File: config.mk
export PLATFORM = sky130hd
export DESIGN_NAME = ip_fifo_unpacker_flat
export DESIGN_NICKNAME = d
export VERILOG_FILES = /design/src/rtl/ip_fifo_unpacker_if.sv /design/src/rtl/ip_fifo_unpacker.sv /design/src/flat_wrapper.sv
export SDC_FILE = /design/constraint.sdc
export NUM_CORES = 1
export LEC_CHECK = 0
export ABC_AREA = 1
export CELL_PAD_IN_SITES_DETAIL_PLACEMENT = 1
export CELL_PAD_IN_SITES_GLOBAL_PLACEMENT = 1
export CORE_ASPECT_RATIO = 0.7
export CORE_MARGIN = 4
export CORE_UTILIZATION = 37
export CTS_CLUSTER_SIZE = 20
export DETAILED_ROUTE_END_ITERATION = 10
export GPL_TIMING_DRIVEN = 0
export PLACE_DENSITY = 0.89
export RECOVER_POWER = 25
export SLEW_MARGIN = 5
export SYNTH_ARGS = -nofsm -noshare
export SYNTH_HDL_FRONTEND = slang
export SYNTH_SLANG_ARGS = --single-unit
File: constraint.sdc
create_clock -name i_clk -period 2.1 [get_ports i_clk]
set_input_delay 0.315 -clock i_clk [delete_from_list [all_inputs] [get_ports i_clk]]
set_output_delay 0.315 -clock i_clk [all_outputs]
set_load 0.005 [all_outputs]
File: src/rtl/ip_fifo_unpacker_if.sv
// Signal bundle between the unpacker, the read port of its source FIFO and
// the downstream narrow-chunk stream.
interface ip_fifo_unpacker_if #(
    parameter int IN_WIDTH  = 32,
    parameter int OUT_WIDTH = 8
);
    logic                 i_fifo_avail;
    logic                 o_fifo_re;
    logic [IN_WIDTH-1:0]  i_fifo_rdata;
    logic                 o_valid;
    logic [OUT_WIDTH-1:0] o_data;
    logic                 o_last;
    logic                 i_ready;
    logic                 o_busy;

    modport master (
        input  i_fifo_avail,
        input  i_fifo_rdata,
        input  i_ready,
        output o_fifo_re,
        output o_valid,
        output o_data,
        output o_last,
        output o_busy
    );

    modport slave (
        output i_fifo_avail,
        output i_fifo_rdata,
        output i_ready,
        input  o_fifo_re,
        input  o_valid,
        input  o_data,
        input  o_last,
        input  o_busy
    );
endinterface

File: src/rtl/ip_fifo_unpacker.sv
// Drains wide FIFO words one at a time and serialises each into OUT_WIDTH
// chunks on a valid/ready stream; no prefetch, at most one word held.
module ip_fifo_unpacker #(
    parameter int IN_WIDTH   = 32,
    parameter int OUT_WIDTH  = 8,
    parameter int FIFO_RSYNC = 1,
    parameter int LSB_FIRST  = 1
) (
    input  logic               i_clk,
    input  logic               i_rstn,
    input  logic               i_clear,
    ip_fifo_unpacker_if.master bus
);
    localparam int N     = IN_WIDTH / OUT_WIDTH;
    localparam int CNT_W = (N > 1) ? $clog2(N) : 1;

    if ((IN_WIDTH % OUT_WIDTH) != 0 || N < 1) begin : g_bad_width
        $error("ip_fifo_unpacker: IN_WIDTH must be a multiple of OUT_WIDTH");
    end
    if (FIFO_RSYNC != 0 && FIFO_RSYNC != 1) begin : g_bad_rsync
        $error("ip_fifo_unpacker: FIFO_RSYNC must be 0 or 1");
    end

    typedef enum logic {
        IDLE = 1'b0,
        EMIT = 1'b1
    } state_t;

    state_t               state;
    logic [IN_WIDTH-1:0]  shreg;
    logic [CNT_W-1:0]     count;
    logic                 last_q;
    logic                 pop;

    // Move the next chunk into the output end of the shift register.
    function automatic logic [IN_WIDTH-1:0] advance(input logic [IN_WIDTH-1:0] w);
        if (LSB_FIRST != 0) return w >> OUT_WIDTH;
        else                return w << OUT_WIDTH;
    endfunction

    function automatic logic [OUT_WIDTH-1:0] head(input logic [IN_WIDTH-1:0] w);
        if (LSB_FIRST != 0) return w[OUT_WIDTH-1:0];
        else                return w[IN_WIDTH-1 -: OUT_WIDTH];
    endfunction

    // Pops only from IDLE, so consecutive pops are N+1 cycles apart; that
    // covers the one-cycle avail/rdata lag of a sync-read FIFO in both modes.
    assign pop = i_rstn & (state == IDLE) & bus.i_fifo_avail & ~i_clear;

    always_ff @(posedge i_clk or negedge i_rstn) begin
        if (!i_rstn) begin
            state  <= IDLE;
            shreg  <= '0;
            count  <= '0;
            last_q <= 1'b0;
        end else if (i_clear) begin
            state  <= IDLE;
            count  <= '0;
            last_q <= 1'b0;
        end else begin
            case (state)
                IDLE: begin
                    if (pop) begin
                        state  <= EMIT;
                        shreg  <= bus.i_fifo_rdata;
                        count  <= '0;
                        last_q <= (N == 1);
                    end
                end
                EMIT: begin
                    if (bus.i_ready) begin
                        if (last_q) begin
                            state  <= IDLE;
                            last_q <= 1'b0;
                        end else begin
                            shreg  <= advance(shreg);
                            count  <= count + CNT_W'(1);
                            last_q <= (count == CNT_W'(N - 2));
                        end
                    end
                end
                default: state <= IDLE;
            endcase
        end
    end

    assign bus.o_fifo_re = pop;
    assign bus.o_valid   = (state == EMIT);
    assign bus.o_busy    = (state == EMIT);
    assign bus.o_data    = head(shreg);
    assign bus.o_last    = last_q;

endmodule

File: src/flat_wrapper.sv
// flat-port wrapper written by rule: the top's interface ports become plain ports
module ip_fifo_unpacker_flat 
#(
    parameter int IN_WIDTH   = 32,
    parameter int OUT_WIDTH  = 8,
    parameter int FIFO_RSYNC = 1,
    parameter int LSB_FIRST  = 1
)
  (i_clk, i_rstn, i_clear, bus_i_fifo_avail, bus_i_fifo_rdata, bus_i_ready, bus_o_fifo_re, bus_o_valid, bus_o_data, bus_o_last, bus_o_busy);
  ip_fifo_unpacker_if #(.IN_WIDTH(IN_WIDTH), .OUT_WIDTH(OUT_WIDTH)) bus_i ();
  input  logic i_clk;
  input  logic i_rstn;
  input  logic i_clear;
  input wire logic [$bits(bus_i.i_fifo_avail)-1:0] bus_i_fifo_avail;
  input wire logic [$bits(bus_i.i_fifo_rdata)-1:0] bus_i_fifo_rdata;
  input wire logic [$bits(bus_i.i_ready)-1:0] bus_i_ready;
  output wire logic [$bits(bus_i.o_fifo_re)-1:0] bus_o_fifo_re;
  output wire logic [$bits(bus_i.o_valid)-1:0] bus_o_valid;
  output wire logic [$bits(bus_i.o_data)-1:0] bus_o_data;
  output wire logic [$bits(bus_i.o_last)-1:0] bus_o_last;
  output wire logic [$bits(bus_i.o_busy)-1:0] bus_o_busy;
  assign bus_i.i_fifo_avail = bus_i_fifo_avail;
  assign bus_i.i_fifo_rdata = bus_i_fifo_rdata;
  assign bus_i.i_ready = bus_i_ready;
  assign bus_o_fifo_re = bus_i.o_fifo_re;
  assign bus_o_valid = bus_i.o_valid;
  assign bus_o_data = bus_i.o_data;
  assign bus_o_last = bus_i.o_last;
  assign bus_o_busy = bus_i.o_busy;
  ip_fifo_unpacker #(.IN_WIDTH(IN_WIDTH), .OUT_WIDTH(OUT_WIDTH), .FIFO_RSYNC(FIFO_RSYNC), .LSB_FIRST(LSB_FIRST)) u_core (.i_clk(i_clk), .i_rstn(i_rstn), .i_clear(i_clear), .bus(bus_i));
endmodule
* Yosys cells after proc, flatten, opt, wreduce, memory -nomap -nowiden *
Cells that the tools add are included.

storage, ports and cells
  RAM bits = 0
  bits in latches = 0
  memories = 0
  register bits = 36
  memory bits (read-only) = 0
  word-level logic and storage cells = 39

cells by class
  equality and inequality tests = 7
  reductions and logical operators = 3
  bitwise logic cells = 5
  multiplexer cells = 19
  $lt $le $gt $ge = 0
  $mul = 0
  div/mod/pow operators = 0
  add/subtract/negate cells = 1
  shift-type cells = 0

operators by type and width
  kind                                          number
  2-to-1 mux 32 bit                             3
  one-hot mux 32 bit (2 select lines)           1
  != test 3 bit (second input constant)         3
  2-to-1 mux 1 bit                              8
  2-to-1 mux 2 bit                              4
  != test 2 bit (second input constant)         3
  one-hot mux 1 bit (2 select lines)            2
  one-hot mux 2 bit (2 select lines)            1
  AND reduction 4 bit                           1
  bitwise AND 1 bit                             3
  AND reduction 3 bit                           1
  adder 2 x 1 -> 2 bit (second input constant)  1
  == test 2 bit (second input constant)         1
  NOT 1 bit                                     2
  AND reduction 2 bit                           1

* Logic depth before layout (Yosys ltp) *
  word-level depth = 7
  mapped depth = 8
  depth with buffers taken out = 7

* Least setup slack after synthesis *
Ideal clock, no wire load.

  path type = reg2reg
  start = register u_core.state (netlist: u_core.bus.o_busy)
  end = register u_core.shreg[0]
  arrival time = 1.091 ns
  path buffers = 1
  clock period less this slack = 1.207 ns
  required time = 1.984 ns
  stages on the path, launching flop included = 8
  path slack = 0.893 ns
  cells stage by stage = dfrtp_1 > nor2_1 > nand2_1 > nand2_2 > nand2_2 > buf_4 > nand2_1 > nand2_1

on the way
  longest elaborated chain between the ends = 6
  elaborated cells on any way between the ends = 9
  classes of those cells = eq/ne (3); mux (1); bitwise (4); reduce/logical (1)

ends and longest elaborated chain
  element                               RTL line                                        text
  start: declaration                    ip_fifo_unpacker.sv:29                          state_t state;
  start signal: assignment              ip_fifo_unpacker.sv:52                          state <= IDLE;
  start signal: assignment              ip_fifo_unpacker.sv:57                          state <= IDLE;
  start signal: assignment              ip_fifo_unpacker.sv:64                          state <= EMIT;
  NOT 1 bit                             ip_fifo_unpacker.sv:48, ip_fifo_unpacker.sv:61
  bitwise AND 1 bit (3 in series)       ip_fifo_unpacker.sv:48                          assign pop = i_rstn & (state == IDLE) & bus.i_fifo_avail & ~i_clear;
  != test 2 bit (no source line)        -
  AND reduction 4 bit (no source line)  -
  end signal: assignment                ip_fifo_unpacker.sv:65                          shreg <= bus.i_fifo_rdata;
  end signal: assignment                ip_fifo_unpacker.sv:76                          shreg <= advance(shreg);
  end: declaration                      ip_fifo_unpacker.sv:30                          logic [IN_WIDTH-1:0] shreg;

Parallel ways exist; a longest one is shown, timed or not.
A chain may end at the register's enable or synchronous reset.

* Final worst setup path *
  start = input port i_rstn
  end = output port bus_o_fifo_re

on the way
  longest elaborated chain between the ends = 3

ends and longest elaborated chain
  element                          RTL line                text
  start: declaration               flat_wrapper.sv:12      input logic i_rstn;
  bitwise AND 1 bit (3 in series)  ip_fifo_unpacker.sv:48
  end: declaration                 flat_wrapper.sv:17      output wire logic [$bits(bus_i.o_fifo_re)-1:0] bus_o_fifo_re;

No other way between the ends.

==> results.json <==
{
  "status": "complete, no violations",
  "diodes": 0,
  "h-tree-depth": 2,
  "max_freq_mhz": 589,
  "grt_usage": 0.189,
  "finClkSkew_ns": 0.00293,
  "dr.pass1.iters": 4,
  "ctsLongestPathBuffers": 2,
  "worst_pin_slew_ns": 0.900,
  "place_congestion": 0.790,
  "hold_violations": 0,
  "cts_sinks": 36,
  "nNetsFinal": 374,
  "netlist_instances": 279,
  "path_buf_inv": 5,
  "cts_tree": "built",
  "regToRegStartpoint": "u_core.bus.o_busy$_DFF_PN0_",
  "utilization": 0.532,
  "syn_area_um2": 1950,
  "use_met1": 0.241,
  "period_minus_slack_ns": 1.70,
  "start_kind": "input port",
  "first_global_vias": 1952,
  "cts-buffers-inserted": 5,
  "grt_remaining_overflow": 0,
  "p_leak_nw": 1.46,
  "dieHeight_um": 68.8,
  "final-setup-viol-count": 0,
  "die_width_um": 94.8,
  "wirelength_um": 5610,
  "startpoint": "i_rstn",
  "syn_to_final_growth_pct": 34.6,
  "wl_per_cell_um": 13.9,
  "path_max_fanout": 3,
  "hp-start": "u_core.shreg[31]$_DFFE_PN0P_",
  "grt_setup_unrepaired": "false",
  "grt_max_degree": 37,
  "synth_seq_area_share": 0.462,
  "grt_pass1_wl_um": 9380,
  "vias": 1944,
  "synth_top_cell_by_area": "dfrtp_1",
  "critPathTopFamily": "buffers and inverters",
  "ys_ff_latch": 36,
  "fp.coreArea_um2": 4940,
  "critPathMaxStageDelay_ns": 0.54,
  "drv_slew": 0,
  "required_ns": 1.78,
  "p_switching_mw": 0.565,
  "clk_pin_slew_ns": 0.07,
  "drt-initial-drc-count": 81,
  "start_util": 0.395,
  "grt_antenna_before_repair": 0,
  "cp_data_arrival_time_ns": 1.38,
  "io_buffers": 48,
  "critPathSlowestCell": "dlygate4sd3_1",
  "syn-num-nets": 317,
  "cap_viol_max_count": 0,
  "comb_power_share": 0.251,
  "clkLatencyLatePin_ns": 0.29,
  "dp_hpwl_um": 4150,
  "swShare": 0.287,
  "synth_warnings": 0,
  "peakVddDrop_v": 0.000283,
  "cp-end-kind": "output pin",
  "fin_crit_sh": 0.808,
  "grtUsageMet3": 0.0412,
  "cts_root_buf": "clkbuf_8",
  "relSlewSlack": 0.400,
  "ant_nets": 0,
  "synthTopCellsByArea": "dfrtp_1 46%, nand2_1 29%, nand3_1 9.0%, buf_4 5.8%, inv_1 2.5%",
  "seqPwrFrac": 0.474,
  "via_per_inst": 4.80,
  "hp-class": "reg2reg",
  "io_pins": 49,
  "avgSynthCellArea_um2": 7.00,
  "synth.distinct_cells": 14,
  "grt.busiest_layer": "met2",
  "crit_type": "in2out",
  "clkPwrFrac": 0.275,
  "rows": 21,
  "die_area_um2": 6520,
  "p_per_area_nw_per_um2": 749,
  "drc_errors": 0,
  "critical_path.cell_chain": "dlygate4sd3_1 -> clkbuf_1 -> nand2_1 -> inv_1 -> nand2_1 -> inv_1 -> dlymetal6s2s_1",
  "p_int_mw": 1.40,
  "whs_ns": 0.478,
  "synth_top_area_frac": 0.462,
  "met2_usage": 0.328,
  "drive_above_1_share": 0.107
}
[tightest hold or removal path: cells and delay by family (launching register included)]
| kind | cells | cell delay, ns |
|---|---|---|
| flops | 1 | 0.35 |
| simple gates | 2 | 0.11 |
[cells in the mapped netlist]
| cell | n |
|---|---|
| a21oi_2 | 1 |
| nand4_1 | 2 |
| dfrtp_1 | 36 |
| inv_2 | 1 |
| o21ai_0 | 2 |
| a21oi_1 | 1 |
| nand2_2 | 2 |
| nand3_1 | 35 |
| buf_4 | 15 |
| buf_2 | 9 |
| ha_1 | 1 |
| nor2_1 | 12 |
| inv_1 | 13 |
| nand2_1 | 149 |
[through the flow]
step | cell area (um^2) | setup TNS [ns] | cells | setup WS [ns] | total power [mW]
6_report | 2630 | 0 | 405 | 0.403 | 1.97
5_1_grt | 2630 | 0 | 405 | 0.285 | 2.10
4_1_cts | 2640 | 0 | 405 | 0.0437 | 1.99
3_5_place_dp | 2510 | -0.133 | 396 | -0.133 | 1.44
3_3_place_gp | 2520 | -40.27 | 396 | -1.17 | 1.41
2_1_floorplan | 1950 | 0 | 279 | 0.893 | 1.19
[worst paths after layout]
kind / to / slack [ns] / cells after the start
worst max-delay path: bus_o_fifo_re / 0.40 / 7
worst min register to register: u_core.shreg[31]$_DFFE_PN0P_ / 0.48 / 2
worst min-delay path: u_core.shreg[31]$_DFFE_PN0P_ / 0.48 / 2
worst max register to register: u_core.shreg[28]$_DFFE_PN0P_ / 0.69 / 6
min in group asynchronous: u_core.shreg[0]$_DFFE_PN0P_ / 0.83 / 3
max in group asynchronous: u_core.count[1]$_DFFE_PN0P_ / 0.70 / 3
[repair_timing]
item	4_1_cts	5_1_grt
endpoints found under the hold margin	36	0
resized for setup	1	1
gates cloned	0	0
hold buffers	2	0
setup endpoints to repair	1	1
buffers inserted	0	0
[per-layer routing]
layer / part of all wire / wire [um] / vias up
li1: - / - / 963
met3: 0.048 / 271 / 5
met5: 0 / 0 / -
met4: 0.0096 / 54 / 0
met2: 0.47 / 2650 / 41
met1: 0.47 / 2640 / 935
[registers in the layout (all words and copies together), names as in the netlist]
signal and flops:
u_core.shreg 32, u_core.count 2, u_core.bus.o_busy 1, u_core.bus.o_last 1
[power by group through the flow]
stage | sequential (mW) | combinational (mW) | clock [mW]
after global placement | 0.932 | 0.475 | 0
after global routing | 0.949 | 0.563 | 0.584
after CTS | 0.930 | 0.508 | 0.552
after detailed placement | 0.943 | 0.496 | 0
after floorplan | 0.914 | 0.275 | 0
final | 0.931 | 0.494 | 0.541
[cell families after synthesis]
group                      synth area share
AOI/OAI and AO/OA                    0.0122
adders and majority gates           0.00641
buffers and inverters                 0.108
DFF                                   0.462
and+or+nand+nor                       0.412
[layout by cell type (no fill, tap or decap)]
cell type and n:
nand2_1 149, inv_1 13, nand2_2 2, clkdlybuf4s50_1 46, dlymetal6s2s_1 1, a21oi_1 1, buf_4 15, nand3_1 35
clkbuf_8 7, a21oi_2 1, dfrtp_1 36, dlygate4sd3_1 1, buf_2 9, inv_2 1, nor2_1 12, o21ai_0 2
ha_1 1, clkbuf_2 1, clkbuf_1 1, nand4_1 2
[cell type report]
class	instances	area, um^2
Clock buffer	7	96.3
Inverter	14	52.6
Buffer	24	158
Sequential cell	36	901
Multi-Input combinational cell	205	841
Fill cell	654	2310
Tap cell	69	86.3
Timing Repair Buffer	50	492
Note: power is estimated with default switching activity, not from simulation.
